[config.mk]
export PLATFORM = sky130hd
export DESIGN_NAME = uart_rx_ext
export DESIGN_NICKNAME = d
export VERILOG_FILES = /design/src/rtl/uart_rx_ext.sv
export SDC_FILE = /design/constraint.sdc
export NUM_CORES = 1
export LEC_CHECK = 0
export BUFFER_PORTS_ARGS = -buffer_cell sky130_fd_sc_hd__buf_2
export CAP_MARGIN = 30
export CORE_AREA = 2 2 89 91
export DETAILED_ROUTE_END_ITERATION = 10
export DIE_AREA = 0 0 91 93
export PLACE_DENSITY = 0.71
export SLEW_MARGIN = 5
export SYNTH_ARGS = -nofsm -noshare
export SYNTH_HDL_FRONTEND = slang
export SYNTH_SLANG_ARGS = --single-unit
[constraint.sdc]
create_clock -name clk -period 3.7 [get_ports clk]
set_input_delay 0.74 -clock clk [delete_from_list [all_inputs] [get_ports clk]]
set_output_delay 0.74 -clock clk [all_outputs]
set_load 0.01 [all_outputs]
[src/rtl/uart_rx_ext.sv]
// Parametrised UART receiver: 3-sample majority vote, false-start rejection, per-frame perr/ferr/brk flags.
// Frame visible on m_valid one clk after the last stop-bit resolve; a full FIFO with no pop drops the frame and sets overrun.
module uart_rx_ext #(
    parameter int CLK_HZ     = 8000000,
    parameter int BAUD       = 250000,
    parameter int OVERSAMPLE = 16,
    parameter int DATA_BITS  = 8,
    parameter int PARITY     = 0,
    parameter int STOP_BITS  = 1,
    parameter int FIFO_DEPTH = 4
) (
    input  logic                 clk,
    input  logic                 rst,
    input  logic                 rx,
    output logic                 m_valid,
    input  logic                 m_ready,
    output logic [DATA_BITS-1:0] m_data,
    output logic                 m_perr,
    output logic                 m_ferr,
    output logic                 m_brk,
    output logic                 overrun,
    input  logic                 ovr_clr
);
    localparam int DIV   = CLK_HZ / (BAUD * OVERSAMPLE);
    localparam int DIV_W = (DIV > 1) ? $clog2(DIV) : 1;
    localparam int OS_W  = $clog2(OVERSAMPLE);
    localparam int BC_W  = $clog2(DATA_BITS);
    localparam int AW    = $clog2(FIFO_DEPTH);
    localparam int MID   = OVERSAMPLE / 2;

    localparam logic [DIV_W-1:0] DIV_LAST  = DIV_W'(DIV - 1);
    localparam logic [OS_W-1:0]  OS_LAST   = OS_W'(OVERSAMPLE - 1);
    localparam logic [OS_W-1:0]  OS_SMP_A  = OS_W'(MID - 1);
    localparam logic [OS_W-1:0]  OS_SMP_B  = OS_W'(MID);
    localparam logic [OS_W-1:0]  OS_RES    = OS_W'(MID + 1);
    localparam logic [BC_W-1:0]  BIT_LAST  = BC_W'(DATA_BITS - 1);
    localparam logic             STOP_LAST = (STOP_BITS == 2);
    localparam logic             PAR_ODD   = (PARITY == 1);
    localparam logic [AW:0]      CNT_FULL  = (AW + 1)'(FIFO_DEPTH);

    if (DIV < 1 || (CLK_HZ % (BAUD * OVERSAMPLE)) != 0) begin : g_bad_div
        $error("uart_rx_ext: CLK_HZ/(BAUD*OVERSAMPLE) must be an integer >= 1");
    end
    if (OVERSAMPLE < 8 || (OVERSAMPLE % 2) != 0) begin : g_bad_os
        $error("uart_rx_ext: OVERSAMPLE must be even and >= 8");
    end
    if (DATA_BITS < 5 || DATA_BITS > 9 || PARITY < 0 || PARITY > 2 || STOP_BITS < 1 || STOP_BITS > 2) begin : g_bad_fmt
        $error("uart_rx_ext: unsupported frame format");
    end
    if (FIFO_DEPTH < 2 || (FIFO_DEPTH & (FIFO_DEPTH - 1)) != 0) begin : g_bad_depth
        $error("uart_rx_ext: FIFO_DEPTH must be a power of 2 and >= 2");
    end

    typedef enum logic [2:0] {S_IDLE, S_START, S_DATA, S_PAR, S_STOP} state_t;

    typedef struct packed {
        logic                 brk;
        logic                 ferr;
        logic                 perr;
        logic [DATA_BITS-1:0] data;
    } frame_t;

    state_t               r_state;
    state_t               w_next;
    logic                 r_sync1, r_rxs, r_rxs_d;
    logic [DIV_W-1:0]     r_div_cnt;
    logic [OS_W-1:0]      r_os_cnt;
    logic                 r_smp0, r_smp1;
    logic [BC_W-1:0]      r_bit_cnt;
    logic                 r_stop_cnt;
    logic [DATA_BITS-1:0] r_data;
    logic                 r_pbit, r_perr, r_ferr, r_stop0;
    frame_t               r_mem [FIFO_DEPTH];
    logic [AW-1:0]        r_wptr, r_rptr;
    logic [AW:0]          r_cnt;
    logic                 r_ovr;

    logic   w_fall, w_tick, w_res, w_bit, w_start, w_push, w_pop, w_full, w_wr, w_ovr_set;
    frame_t w_frame, w_head;

    always_ff @(posedge clk or posedge rst) begin
        if (rst) begin
            r_sync1 <= 1'b1;
            r_rxs   <= 1'b1;
            r_rxs_d <= 1'b1;
        end else begin
            r_sync1 <= rx;
            r_rxs   <= r_sync1;
            r_rxs_d <= r_rxs;
        end
    end

    assign w_fall = r_rxs_d & ~r_rxs;
    assign w_tick = (r_div_cnt == DIV_LAST);
    assign w_res  = w_tick && (r_os_cnt == OS_RES);
    assign w_bit  = (r_smp0 & r_smp1) | (r_smp0 & r_rxs) | (r_smp1 & r_rxs);

    // The detected edge counts as tick 0, so tick MID lands on the bit centre.
    always_ff @(posedge clk or posedge rst) begin
        if (rst) begin
            r_div_cnt <= '0;
            r_os_cnt  <= '0;
        end else if (w_start) begin
            r_div_cnt <= '0;
            r_os_cnt  <= OS_W'(1);
        end else if (w_tick) begin
            r_div_cnt <= '0;
            r_os_cnt  <= (r_os_cnt == OS_LAST) ? '0 : r_os_cnt + OS_W'(1);
        end else begin
            r_div_cnt <= r_div_cnt + DIV_W'(1);
        end
    end

    always_ff @(posedge clk or posedge rst) begin
        if (rst) begin
            r_smp0 <= 1'b1;
            r_smp1 <= 1'b1;
        end else begin
            if (w_tick && r_os_cnt == OS_SMP_A) r_smp0 <= r_rxs;
            if (w_tick && r_os_cnt == OS_SMP_B) r_smp1 <= r_rxs;
        end
    end

    always_ff @(posedge clk or posedge rst) begin
        if (rst) r_state <= S_IDLE;
        else     r_state <= w_next;
    end

    always_comb begin
        w_next = r_state;
        case (r_state)
            S_IDLE:  if (w_fall) w_next = S_START;
            S_START: if (w_res) w_next = w_bit ? S_IDLE : S_DATA;
            S_DATA:  if (w_res && r_bit_cnt == BIT_LAST) w_next = (PARITY != 0) ? S_PAR : S_STOP;
            S_PAR:   if (w_res) w_next = S_STOP;
            S_STOP:  if (w_res && r_stop_cnt == STOP_LAST) w_next = S_IDLE;
            default: w_next = S_IDLE;
        endcase
    end

    always_comb begin
        w_start      = (r_state == S_IDLE) && w_fall;
        w_push       = (r_state == S_STOP) && w_res && (r_stop_cnt == STOP_LAST);
        w_frame      = '0;
        w_frame.data = r_data;
        w_frame.perr = r_perr;
        w_frame.ferr = r_ferr | ~w_bit;
        w_frame.brk  = (r_data == '0) && !r_pbit && r_stop0 && !w_bit;
    end

    always_ff @(posedge clk or posedge rst) begin
        if (rst) begin
            r_bit_cnt  <= '0;
            r_stop_cnt <= 1'b0;
            r_data     <= '0;
            r_pbit     <= 1'b0;
            r_perr     <= 1'b0;
            r_ferr     <= 1'b0;
            r_stop0    <= 1'b1;
        end else if (w_start) begin
            r_bit_cnt  <= '0;
            r_stop_cnt <= 1'b0;
            r_pbit     <= 1'b0;
            r_perr     <= 1'b0;
            r_ferr     <= 1'b0;
            r_stop0    <= 1'b1;
        end else if (w_res) begin
            case (r_state)
                S_DATA: begin
                    r_data[r_bit_cnt] <= w_bit;
                    r_bit_cnt         <= r_bit_cnt + BC_W'(1);
                end
                S_PAR: begin
                    r_pbit <= w_bit;
                    r_perr <= ((^r_data) ^ w_bit) != PAR_ODD;
                end
                S_STOP: begin
                    r_stop_cnt <= 1'b1;
                    r_ferr     <= r_ferr | ~w_bit;
                    r_stop0    <= r_stop0 & ~w_bit;
                end
                default: ;
            endcase
        end
    end

    assign w_pop     = m_valid && m_ready;
    assign w_full    = (r_cnt == CNT_FULL);
    assign w_wr      = w_push && (!w_full || w_pop);
    assign w_ovr_set = w_push && w_full && !w_pop;

    always_ff @(posedge clk or posedge rst) begin
        if (rst) begin
            for (int i = 0; i < FIFO_DEPTH; i++) r_mem[i] <= '0;
        end else if (w_wr) begin
            r_mem[r_wptr] <= w_frame;
        end
    end

    always_ff @(posedge clk or posedge rst) begin
        if (rst) begin
            r_wptr <= '0;
            r_rptr <= '0;
            r_cnt  <= '0;
            r_ovr  <= 1'b0;
        end else begin
            if (w_wr)  r_wptr <= r_wptr + AW'(1);
            if (w_pop) r_rptr <= r_rptr + AW'(1);
            case ({w_wr, w_pop})
                2'b10:   r_cnt <= r_cnt + (AW + 1)'(1);
                2'b01:   r_cnt <= r_cnt - (AW + 1)'(1);
                default: r_cnt <= r_cnt;
            endcase
            if (w_ovr_set)    r_ovr <= 1'b1;
            else if (ovr_clr) r_ovr <= 1'b0;
        end
    end

    assign w_head  = r_mem[r_rptr];
    assign m_valid = (r_cnt != '0);
    assign m_data  = w_head.data;
    assign m_perr  = w_head.perr;
    assign m_ferr  = w_head.ferr;
    assign m_brk   = w_head.brk;
    assign overrun = r_ovr;
endmodule

# Word level (Yosys, flattened, before mapping)
# Cells that the tools add are included.
# classes
n_addsub,7
magnitude_cmp,5
eq_ne,17
mux,42
bitwise_logic,15
n_reduce_logical,38
# op_table
cell,n
$bwmux 44,1
$mux 11,3
$mux 3,8
$bmux 11 s2,1
$demux 11 s2,1
$mux 1,20
$logic_and 1x1->1,17
$pmux 3 s5,1
$reduce_bool 2->1,7
$eq 4x4->1 const B,3
$mux 4,3
$ne 2x2->1 const B,5
$eq 3x3->1 const B,3
$bwmux 8,1
$logic_not 8->1,1
$reduce_xor 8->1,1
$add 3x1->3 const B,2
$eq 3x2->1 const B,2
$ge 3x3->1 const B,2
$not 2->3,2
$pmux 3 s2,1
$reduce_and 2->1,3
$and 1x1->1,5
$reduce_and 5->1,1
other kinds (21),30
# word_totals
reg_bits,81
in_bits,5
out_inout_bits,13
word_cells,159

# Logic depth before layout (Yosys ltp)
# logic_depth
word_depth,8
depth_mapped,11

# Worst setup path before layout
# OpenSTA, ideal clock, no wires.
# synth_timing
kind,input to register
startpoint,input port m_ready
endpoint,register r_cnt[2]
setup_time_ps,79
arrival_time_ps,2271
required_time_ps,3621
path_slack_ps,1350
cell_stages,8
path_buffers,0
path_cell_list,or4b_4 > nand3_1 > ha_1 > inv_1 > fa_1 > xor2_1 > nor2_1 > xor2_1
# synth_via
elab_chain_cells,5
word_cells_on_any_way,7
cone_classes,2 x eq/ne; 1 x mux; 4 x reduce/logical
# synth_rtl
item,line,source
"start, declared",16,"input logic m_ready,"
$logic_and 1x1->1 *,187,assign w_pop = m_valid && m_ready;
$logic_or 1x1->1,189,assign w_wr = w_push && (!w_full || w_pop);
$logic_and 1x1->1,189,
$eq 2x1->1 or $eq 2x2->1 (tied branches),209,"case ({w_wr, w_pop})"
$pmux 3 s2 or $reduce_bool 2->1 (tied branches),-,
"end signal, assigned",210,2'b10: r_cnt <= r_cnt + (AW + 1)'(1);
"end signal, assigned",211,2'b01: r_cnt <= r_cnt - (AW + 1)'(1);
"end signal, assigned",212,default: r_cnt <= r_cnt;
"end, declared",75,logic [AW:0] r_cnt;
# Every way passes the cells marked *; elsewhere a longest branch is shown, timed or not.
# A chain may end at the register's enable or synchronous reset.

# Final worst setup path
# layout_timing
startpoint,register r_rptr[0]
endpoint,output port m_perr
# layout_via
elab_chain_cells,4
# layout_rtl
item,line,source
"start, declared",74,"logic [AW-1:0] r_wptr, r_rptr;"
"start signal, assigned",208,if (w_pop) r_rptr <= r_rptr + AW'(1);
$not 2->3 (not written as such),219,assign w_head = r_mem[r_rptr];
$bmux 11 s2,219,
$mux 11 (not written as such) (2 in series),219,
"end, declared",18,"output logic m_perr,"
# Every way passes these cells. The select of a mux whose other input is x is not followed.

==> flow_metrics.py <==
metrics = {
    "synth": {
        "syn_area_per_cell_um2": 13.9,
        "synth_seq_cells": 81,
        "netlist_area_mm2": 0.00405,
        "syn_inst": 291,
        "async_reset_ff_share_pct": 100,
        "yosys_warnings": 0,
        "ys_types": 45,
        "synth_edf_count": 0,
        "ys.flop_type": "dfrtp_1",
        "ys_seq_area_share_pct": 50.3,
        "synth_nets": 311,
    },
    "sta": {
        "maxSlewHeadroom_pct": 44.7,
        "period_needed_ns": 2.72,
        "hold_viol_final": 0,
        "slew_viol_final": 0,
        "timing.setup.tns_ns": 0,
        "hold_ws_ns": 0.358,
        "rsz0062_at_grt": "no",
        "setup_violations": 0,
        "layout_setup_ws_ns": 0.982,
        "max_slew.worst_pin.slew_ns": 0.818,
        "timing.fmax_mhz": 368,
        "finalCritPeriodShare_pct": 73.5,
        "skew_ns": 0.0154,
    },
    "layout": {
        "final_area_mm2": 0.00436,
        "drive_above_1_share_pct": 34.4,
        "post-route-util_pct": 58.0,
        "fin_nets": 331,
        "diodes": 0,
        "stdcell_count": 416,
        "synthToLayoutAreaGrowth_pct": 7.85,
    },
    "clocking": {
        "cts_setup_buffers": 0,
        "cts.sink_count": 81,
        "htreeDepth": 3,
        "cts.reportedPaths.clkPinSlew_ns": 0.08,
        "clock_latency_ns": 0.35,
        "cts_tree": "yes",
        "clk_path_buf_depth": 2,
        "ctsHoldBuffers": 0,
        "cts_inserted_buffers": 9,
        "cts_root_buf": "clkbuf_8",
        "cts_resized": 0,
    },
    "setup_path": {
        "critical_path_class": "flop to output port",
        "cp_slowest_cell": "dfrtp_1",
        "critical-path-max-stage-delay_ns": 0.88,
        "r2r_slack_ns": 1.42,
        "path_delay_family": "flip-flops",
        "path_cells": "mux4_2, buf_2",
        "critPathBufInv": 1,
        "cp_data_required_time_ns": 2.96,
        "critPathArrivalTime_ns": 1.98,
        "crit_path_start_kind": "flop",
        "cp_max_fo": 13,
        "crit_path_end_kind": "output port",
    },
    "detailed_routing": {
        "drtPass1Iterations": 4,
        "route.detailed.drc": 0,
        "drt_iter0_markers": 136,
        "vias_per_cell": 5.33,
        "routed_wl_um": 6500,
        "wl_per_cell_um": 15.6,
        "ant_nets": 0,
        "vias": 2217,
    },
    "global_routing": {
        "antenna_found_initial": 0,
        "grt_pass1_vias": 2260,
        "grt_first_pass_wirelength_um": 11500,
        "grt_max_degree": 32,
        "grtUsageTotal_pct": 17.5,
        "grt_overflow": 0,
    },
    "die": {
        "die_x_um": 91,
        "chipHeight_um": 93,
        "coreArea_mm2": 0.00753,
        "start_util_pct": 53.8,
        "row_count": 32,
        "die-area_mm2": 0.00846,
        "io_pins": 18,
    },
    "power_and_ir_drop": {
        "vdd_drop_max_v": 0.000364,
        "p_per_area_mw_per_mm2": 493,
        "p_leak_nw": 2.26,
        "power_mw": 2.15,
    },
    "placement": {
        "gp_congestion": 0.820,
        "dp_hpwl_um": 4630,
        "place_area_mm2": 0.00417,
        "numPortBuffers": 17,
        "pre_cts_ws_ns": 1.12,
        "dp.cells": 402,
    },
    "job": {
        "drv_cap": 0,
    },
    "run_status": {
        "status": "finished clean",
    },
    "hold_path": {
        "hold_path.class": "flop to flop",
    },
}
==> path summary, 6_finish.rpt <==
path | from | endpoint | cells past startpoint
worst min-delay path | r_sync1 | r_rxs | 0
worst max register to register | r_os_cnt[1] | r_mem[6] | 6
min in group asynchronous | rst | r_data[5] | 2
worst max-delay path | r_rptr[0] | m_perr | 2
worst min register to register | r_sync1 | r_rxs | 0
max in group asynchronous | rst | r_data[6] | 3
==> kinds of logic (layout without fill, tap and decap cells) <==
family,after synthesis,in the layout,share of synthesized area (%)
AOI/OAI and AO/OA,20,20,3.15
buffers and inverters,34,57,5.04
and+or+nand+nor,61,61,8.69
muxes,68,68,25.4
DFF,81,81,50.3
xor gates and xnor gates,11,11,2.38
adders and majority gates,16,16,5.07
==> state kept, by name, summed over array words and instances (netlist names) <==
| register | count |
|---|---|
| r_smp1 | 1 |
| r_cnt | 3 |
| r_stop0 | 1 |
| r_smp0 | 1 |
| r_bit_cnt | 3 |
| r_stop_cnt | 1 |
| r_os_cnt | 4 |
| r_rptr | 2 |
| r_div_cnt | 1 |
| r_state | 3 |
| r_rxs_d | 1 |
| overrun | 1 |
| r_perr | 1 |
| r_sync1 | 1 |
| r_ferr | 1 |
| r_data | 8 |
| r_pbit | 1 |
| r_wptr | 2 |
| r_rxs | 1 |
| r_mem | 44 |
==> power breakdown <==
| group | internal, mW | switching (mW) |
|---|---|---|
| registers | 0.972 | 0.162 |
| clock network | 0.325 | 0.301 |
| logic | 0.201 | 0.190 |
==> placed cells by master, fill, tap and decap left out, types with 2 or more instances in the layout <==
cell type / n
a21o_1: 2
a21oi_1: 4
buf_2: 17
buf_4: 3
clkbuf_8: 10
clkinv_4: 2
dfrtp_1: 75
dfstp_2: 6
ha_1: 14
inv_1: 21
mux2_2: 7
mux2_4: 40
mux2i_1: 10
mux4_2: 11
nand2_1: 13
nand2_4: 4
nand2b_1: 2
nand3_1: 8
nand3b_1: 2
nand4_1: 2
nand4b_1: 2
nor2_1: 17
nor4b_1: 2
o21ai_0: 6
o31ai_1: 2
xnor2_1: 7
xor2_1: 4
==> cells in the mapped netlist (all sizes together), types with 2 or more instances <==
library cell	number	area share [%]
dfrtp	75	46
mux2	47	17
inv	22	2.0
nand2	17	2.3
nor2	17	1.6
ha	14	4.3
mux4	11	6.1
mux2i	10	2.5
buf	9	2.7
nand3	8	0.99
xnor2	7	1.5
dfstp	6	3.9
o21ai	6	0.74
a21oi	4	0.49
xor2	4	0.87
a21o	2	0.37
clkbuf	2	0.19
nand2b	2	0.31
nand3b	2	0.37
nand4	2	0.31
nand4b	2	0.43
nor4	2	0.31
nor4b	2	0.43
o31ai	2	0.37
==> cell type report <==
cell class,instances,area [um2]
fill,639,3160
sequential,81,2030
multi-input combinational,176,1810
clock buffer,10,138
tap,102,128
timing repair buffer,20,108
inverter,23,87.6
clock inverter,4,55.1
==> metal layers <==
layer  track usage [%]  vias to the layer above  wire (um)
li1                  -                     1051          -
met1              22.7                     1134       3060
met2              29.1                       25       3180
met3              4.35                        7        181
met4              5.30                        0         87
met5                 0                        -          0
(Power assumes the default switching activity.)
